**src/rtl/fifo_rd_burst_ctrl.sv**
```systemverilog
// fifo_rd_burst_ctrl: read-side burst sequencer for asyn_fifo (rd_clk domain).
// Latency: first m_valid 2 cycles after a burst starts, then 1 word/cycle with m_ready=1.
// Backpressure: m_ready low holds the 2-entry output buffer; pops stop while it cannot absorb.
// Optional feature macro FIFO_RD_FLUSH_EN: idle timeout drains residual words as 1-word bursts.
module fifo_rd_burst_ctrl #(
  parameter int DATA_WIDTH     = 16,
  parameter int BURST_LEN      = 4,
  parameter int CNT_WIDTH      = 16,
  parameter int TIMEOUT_CYCLES = 64
) (
  input  logic                  rd_clk,
  input  logic                  rd_rst_n,
  input  logic                  enable,
  input  logic                  fifo_empty,
  input  logic                  fifo_almost_empty,
  output logic                  fifo_rd_en,
  input  logic [DATA_WIDTH-1:0] fifo_rd_data,
  output logic                  m_valid,
  input  logic                  m_ready,
  output logic [DATA_WIDTH-1:0] m_data,
  output logic                  m_last,
  output logic                  busy,
  output logic [CNT_WIDTH-1:0]  burst_cnt
);

  localparam int IW = $clog2(BURST_LEN + 1);

  typedef enum logic [1:0] {IDLE, BURST, DRAIN} state_t;

  state_t                state_q;
  logic                  busy_q;
  logic [IW-1:0]         issued_q;
  logic [IW-1:0]         len_q;
  logic                  inflight_q;
  logic                  inflight_last_q;
  // Output buffer: entry 0 is the head and drives m_data/m_last directly.
  logic                  vld0_q, vld1_q;
  logic [DATA_WIDTH-1:0] dat0_q, dat1_q;
  logic                  last0_q, last1_q;
  logic [CNT_WIDTH-1:0]  burst_cnt_q;

  logic                  pop;
  logic                  push;
  logic [1:0]            occ_after_pop;
  logic                  start_full;
  logic                  start_flush;

  assign pop  = vld0_q && m_ready;
  assign push = inflight_q;

  // Room is judged after this cycle's pop so a steady m_ready=1 stream pops every cycle.
  assign occ_after_pop = {1'b0, vld0_q} + {1'b0, vld1_q} - {1'b0, pop};
  assign fifo_rd_en    = (state_q == BURST) && !fifo_empty &&
                         ((occ_after_pop + {1'b0, inflight_q}) < 2'd2) &&
                         (issued_q < len_q);

  assign start_full = enable && !fifo_almost_empty;

`ifdef FIFO_RD_FLUSH_EN
  localparam int TW = $clog2(TIMEOUT_CYCLES + 1);
  logic [TW-1:0] idle_cnt_q;
  logic          flush_cond;

  assign flush_cond  = enable && !fifo_empty && fifo_almost_empty;
  assign start_flush = flush_cond && (idle_cnt_q == TW'(TIMEOUT_CYCLES - 1));

  // Count consecutive idle cycles with residual data; any break or leaving IDLE clears it.
  always_ff @(posedge rd_clk or negedge rd_rst_n) begin
    if (!rd_rst_n) begin
      idle_cnt_q <= '0;
    end else if ((state_q == IDLE) && flush_cond && !start_flush) begin
      idle_cnt_q <= idle_cnt_q + 1'b1;
    end else begin
      idle_cnt_q <= '0;
    end
  end
`else
  assign start_flush = 1'b0;
`endif

  // Burst FSM: start on threshold (or flush timeout), issue len_q pops, wait for last accept.
  always_ff @(posedge rd_clk or negedge rd_rst_n) begin
    if (!rd_rst_n) begin
      state_q  <= IDLE;
      busy_q   <= 1'b0;
      issued_q <= '0;
      len_q    <= IW'(BURST_LEN);
    end else begin
      case (state_q)
        IDLE: begin
          issued_q <= '0;
          if (start_full) begin
            state_q <= BURST;
            busy_q  <= 1'b1;
            len_q   <= IW'(BURST_LEN);
          end else if (start_flush) begin
            state_q <= BURST;
            busy_q  <= 1'b1;
            len_q   <= IW'(1);
          end
        end
        BURST: begin
          if (fifo_rd_en) begin
            issued_q <= issued_q + 1'b1;
            if (issued_q == len_q - 1'b1) state_q <= DRAIN;
          end
        end
        DRAIN: begin
          if (pop && last0_q) begin
            state_q <= IDLE;
            busy_q  <= 1'b0;
          end
        end
        default: begin
          state_q <= IDLE;
          busy_q  <= 1'b0;
        end
      endcase
    end
  end

  // Track the pop issued last cycle and whether it is the final word of the burst.
  always_ff @(posedge rd_clk or negedge rd_rst_n) begin
    if (!rd_rst_n) begin
      inflight_q      <= 1'b0;
      inflight_last_q <= 1'b0;
    end else begin
      inflight_q <= fifo_rd_en;
      if (fifo_rd_en) inflight_last_q <= (issued_q == len_q - 1'b1);
    end
  end

  // Two-entry in-order buffer: landing words go to the tail, the head shifts on accept.
  always_ff @(posedge rd_clk or negedge rd_rst_n) begin
    if (!rd_rst_n) begin
      vld0_q  <= 1'b0;
      vld1_q  <= 1'b0;
      dat0_q  <= '0;
      dat1_q  <= '0;
      last0_q <= 1'b0;
      last1_q <= 1'b0;
    end else begin
      case ({push, pop})
        2'b10: begin
          if (!vld0_q) begin
            vld0_q  <= 1'b1;
            dat0_q  <= fifo_rd_data;
            last0_q <= inflight_last_q;
          end else begin
            vld1_q  <= 1'b1;
            dat1_q  <= fifo_rd_data;
            last1_q <= inflight_last_q;
          end
        end
        2'b01: begin
          vld0_q <= vld1_q;
          vld1_q <= 1'b0;
          if (vld1_q) begin
            dat0_q  <= dat1_q;
            last0_q <= last1_q;
          end
        end
        2'b11: begin
          if (vld1_q) begin
            dat0_q  <= dat1_q;
            last0_q <= last1_q;
            dat1_q  <= fifo_rd_data;
            last1_q <= inflight_last_q;
          end else begin
            dat0_q  <= fifo_rd_data;
            last0_q <= inflight_last_q;
          end
        end
        default: begin
        end
      endcase
    end
  end

  // Completed-burst counter, free-running with wrap.
  always_ff @(posedge rd_clk or negedge rd_rst_n) begin
    if (!rd_rst_n) begin
      burst_cnt_q <= '0;
    end else if (pop && last0_q) begin
      burst_cnt_q <= burst_cnt_q + 1'b1;
    end
  end

  assign m_valid   = vld0_q;
  assign m_data    = dat0_q;
  assign m_last    = last0_q;
  assign busy      = busy_q;
  assign burst_cnt = burst_cnt_q;

endmodule

```
**config.mk**
```make
export PLATFORM = sky130hd
export DESIGN_NAME = fifo_rd_burst_ctrl
export DESIGN_NICKNAME = d
export VERILOG_FILES = /design/src/rtl/fifo_rd_burst_ctrl.sv
export SDC_FILE = /design/constraint.sdc
export NUM_CORES = 1
export LEC_CHECK = 0
export CAP_MARGIN = 15
export CORE_MARGIN = 3
export CORE_UTILIZATION = 50
export CTS_BUF_LIST = sky130_fd_sc_hd__clkbuf_8 sky130_fd_sc_hd__clkbuf_16
export DETAILED_ROUTE_END_ITERATION = 12
export GPL_TIMING_DRIVEN = 0
export PLACE_DENSITY_LB_ADDON = 0.25
export SLEW_MARGIN = 10
export SYNTH_ARGS = -nofsm -noshare
export SYNTH_HDL_FRONTEND = slang
export SYNTH_SLANG_ARGS = --single-unit
```
**constraint.sdc**
```tcl
create_clock -name rd_clk -period 3.5 [get_ports rd_clk]
set_clock_uncertainty 0.15 [all_clocks]
set_input_delay 0.7 -clock rd_clk [delete_from_list [all_inputs] [get_ports rd_clk]]
set_output_delay 0.7 -clock rd_clk [all_outputs]
set_load 0.01 [all_outputs]
```
==> flow_metrics.py <==
metrics = {
    "outcome": {
        "outcome": "finished clean",
    },
    "sta": {
        "period_minus_slack_ps": 3150,
        "setup_viol_count_final": 0,
        "timing.final.crit_share": 0.901,
        "worst_slack_ps": 346,
        "timing.hold.ws_ps": 283,
        "timing.fmax_mhz": 317,
        "hold_viol_final": 0,
        "max_slew.worst_pin.slew_ps": 684,
        "max_slew_margin": 0.531,
        "slew_viol_final": 0,
        "grt_setup_unrepaired": "false",
    },
    "cts": {
        "numCtsBuffers": 9,
        "cts_tree": "yes",
        "clock_path_buffers": 2,
        "clk_latency_ps": 330,
        "clk_pin_slew_worst_paths_ps": 70,
        "htreeDepth": 3,
        "root_buffer": "clkbuf_8",
        "clock-sinks": 60,
    },
    "die": {
        "die_y_um": 79.1,
        "core_mm2": 0.00494,
        "start_util": 0.540,
        "rows": 25,
        "pin_count": 58,
        "die_x_um": 79.1,
        "dieArea_mm2": 0.00625,
    },
    "synthesis": {
        "muxShareOfSynthArea": 0.101,
        "synthArstFlopShare": 1.00,
        "ys.flop_type": "dfrtp_1",
        "synth_top_family_by_area": "compound AO/OA/AOI/OAI gates",
        "synth_xor_area_frac": 0.0525,
        "yosysUniqueCellTypes": 34,
        "yosysTopAreaCellShare": 0.563,
        "netlist_area_mm2": 0.00267,
        "synth-seq-cells": 60,
        "synth_seq_area_share": 0.563,
        "synthTopCellsByArea": "dfrtp_1 (56%), mux2_2 (8.0%), a22oi_1 (4.8%), ha_1 (4.2%), o21ai_0 (3.8%)",
        "synth-simple-area-share": 0.100,
        "syn_inst": 228,
        "synth_edf_count": 0,
        "synth_compound_area_frac": 0.111,
        "ys_warn_count": 0,
        "syn_area_per_cell_um2": 11.7,
        "postSynthNetCount": 259,
        "synthAdderAreaFrac": 0.0422,
        "synth_top_area_cell": "dfrtp_1",
    },
    "global_routing": {
        "grtUsageMet3": 0.0533,
        "use_met2": 0.301,
        "grt_pass1_wl_mm": 9.15,
        "gr-max-usage-layer": "met2",
        "grt_pass1_vias": 1902,
        "grt_max_degree": 61,
        "grt.total_usage": 0.191,
        "antenna_found_initial": 0,
        "grt_overflow_total": 0,
        "grt_util_met1": 0.250,
    },
    "worst_hold_path": {
        "hold_class": "in2async",
    },
    "routing": {
        "totalWireLength_mm": 5.31,
        "via_per_inst": 5.30,
        "drt-wirelength-per-cell_um": 14.5,
        "ant_nets": 0,
        "drc": 0,
        "vias": 1946,
        "first_pass_iters": 4,
        "drtIter0Drc": 124,
    },
    "critical_path": {
        "cpMaxStageDelayCell": "dfrtp_1",
        "crit_family": "adder cells",
        "max_stage_delay_ps": 460,
        "critPathBufInv": 2,
        "worst_setup_path_end_kind": "output pin",
        "crit_type": "reg2out",
        "rrSetupSlack_ps": 930,
        "arrival_ps": 2300,
        "path_max_fanout": 7,
        "cp-start-kind": "register",
        "path_cells": "and2_4 > ha_4 > inv_1 > ha_1 > a21oi_2 > xnor2_2 > nor4b_4 > buf_2",
        "cp.required_ps": 2650,
    },
    "cells_and_area": {
        "mostFrequentLayoutCells": "dfrtp_1 (60), clkdlybuf4s50_1 (54), nand2_1 (26), o21ai_0 (20), mux2_2 (19)",
        "nets": 328,
        "layout_commonest_cell": "dfrtp_1",
        "area_growth_pct": 31.4,
        "drive_gt1_frac": 0.163,
        "diodes": 0,
    },
    "pwr": {
        "p_total_uw": 2710,
        "power_leakage_uw": 0.00158,
        "power_density_mw_per_mm2": 773,
        "vdd.ir_drop.worst_uv": 487,
    },
    "placed_design": {
        "portBuffers": 57,
        "dpl.hpwl_mm": 3.71,
        "place_congestion": 0.745,
        "pre_cts_ws_ps": -886,
    },
    "flow_run": {
        "maxCapViolCount": 0,
    },
}
## state kept, by name, indices dropped and copies added (netlist names)
signal / cells
issued_q: 3
state_q: 2
m_last: 1
vld1_q: 1
m_valid: 1
inflight_last_q: 1
dat1_q: 16
burst_cnt: 16
m_data: 16
last1_q: 1
busy: 1
inflight_q: 1
## stage by stage
stage                util  TNS [ps]  instances  instance area [µm²]
CTS                 0.707         0        367                 3490
floorplan               -         0        228                 2670
global placement    0.672    -20170        352                 3320
finish              0.710         0        367                 3510
detailed placement  0.672      -896        352                 3320
global route        0.710         0        367                 3510
## Yosys cell counts (3+ instances only)
cell	instances
a21oi_1	4
a22oi_1	17
mux2_2	19
ha_1	9
inv_1	10
nand3_1	3
mux2i_1	4
xor2_1	5
xnor2_1	11
o21ai_0	20
nor2_1	8
clkbuf_1	6
dfrtp_1	60
nand4_1	4
nand2_1	26
## worst reg2reg max path, delay by kind of cell, from the launching register on
family / cells / cell delay [ps]
buffers and inverters: 2 / 260
AND/OR/NAND/NOR: 2 / 470
multiplexers: 1 / 300
adder cells (fa/ha/maj): 2 / 540
flip-flops: 1 / 460
XOR/XNOR: 1 / 110
AO/OA/AOI/OAI: 1 / 180
## timing repair
action                     CTS  global route
hold buffers                 0             0
pin swaps                    2             3
gates cloned                 0             0
setup endpoints to repair    1             1
setup buffers                2             0
resized for setup            6             2
hold endpoints to repair     0             0
## power by group
group	internal [µW]	switching [µW]	total (µW)
clock	262	251	513
sequential	941	163	1100
combinational	582	511	1090
total	1790	925	2710
## per-layer routing
layer	wire length (µm)	vias up
li1	-	940
met1	2320	953
met2	2670	43
met3	213	10
met4	101	0
met5	0	-
## final timing paths
check,from,cells past startpoint,endpoint
hold / removal,rd_rst_n,1,burst_cnt[15]$_DFFE_PN0P_
min in group rd_clk,burst_cnt[15]$_DFFE_PN0P_,1,burst_cnt[15]$_DFFE_PN0P_
hold reg to reg,burst_cnt[15]$_DFFE_PN0P_,1,burst_cnt[15]$_DFFE_PN0P_
setup / recovery,m_valid$_DFFE_PN0N_,8,fifo_rd_en
max in group asynchronous,rd_rst_n,1,dat1_q[5]$_DFFE_PN0P_
setup reg to reg,m_valid$_DFFE_PN0N_,9,inflight_last_q$_DFFE_PN0P_
## area by class of cell
| cell class | instances | area (µm²) |
|---|---|---|
| clock inverters | 4 | 18.8 |
| well taps | 67 | 83.8 |
| multi-input cells | 149 | 1110 |
| repair buffers | 59 | 581 |
| fillers | 381 | 1440 |
| plain buffers | 8 | 40.0 |
| inverters | 10 | 37.5 |
| clock buffers | 10 | 138 |
| flip-flops and latches | 60 | 1500 |
## cells by family after synthesis
kind of cell               count (synthesis)
DFF                                       60
and+or+nand+nor                           53
AOI/OAI and AO/OA                         47
muxes                                     24
buffers and inverters                     19
xor gates and xnor gates                  16
adders and majority gates                  9
No activity file was read; power rests on OpenSTA's default activity.
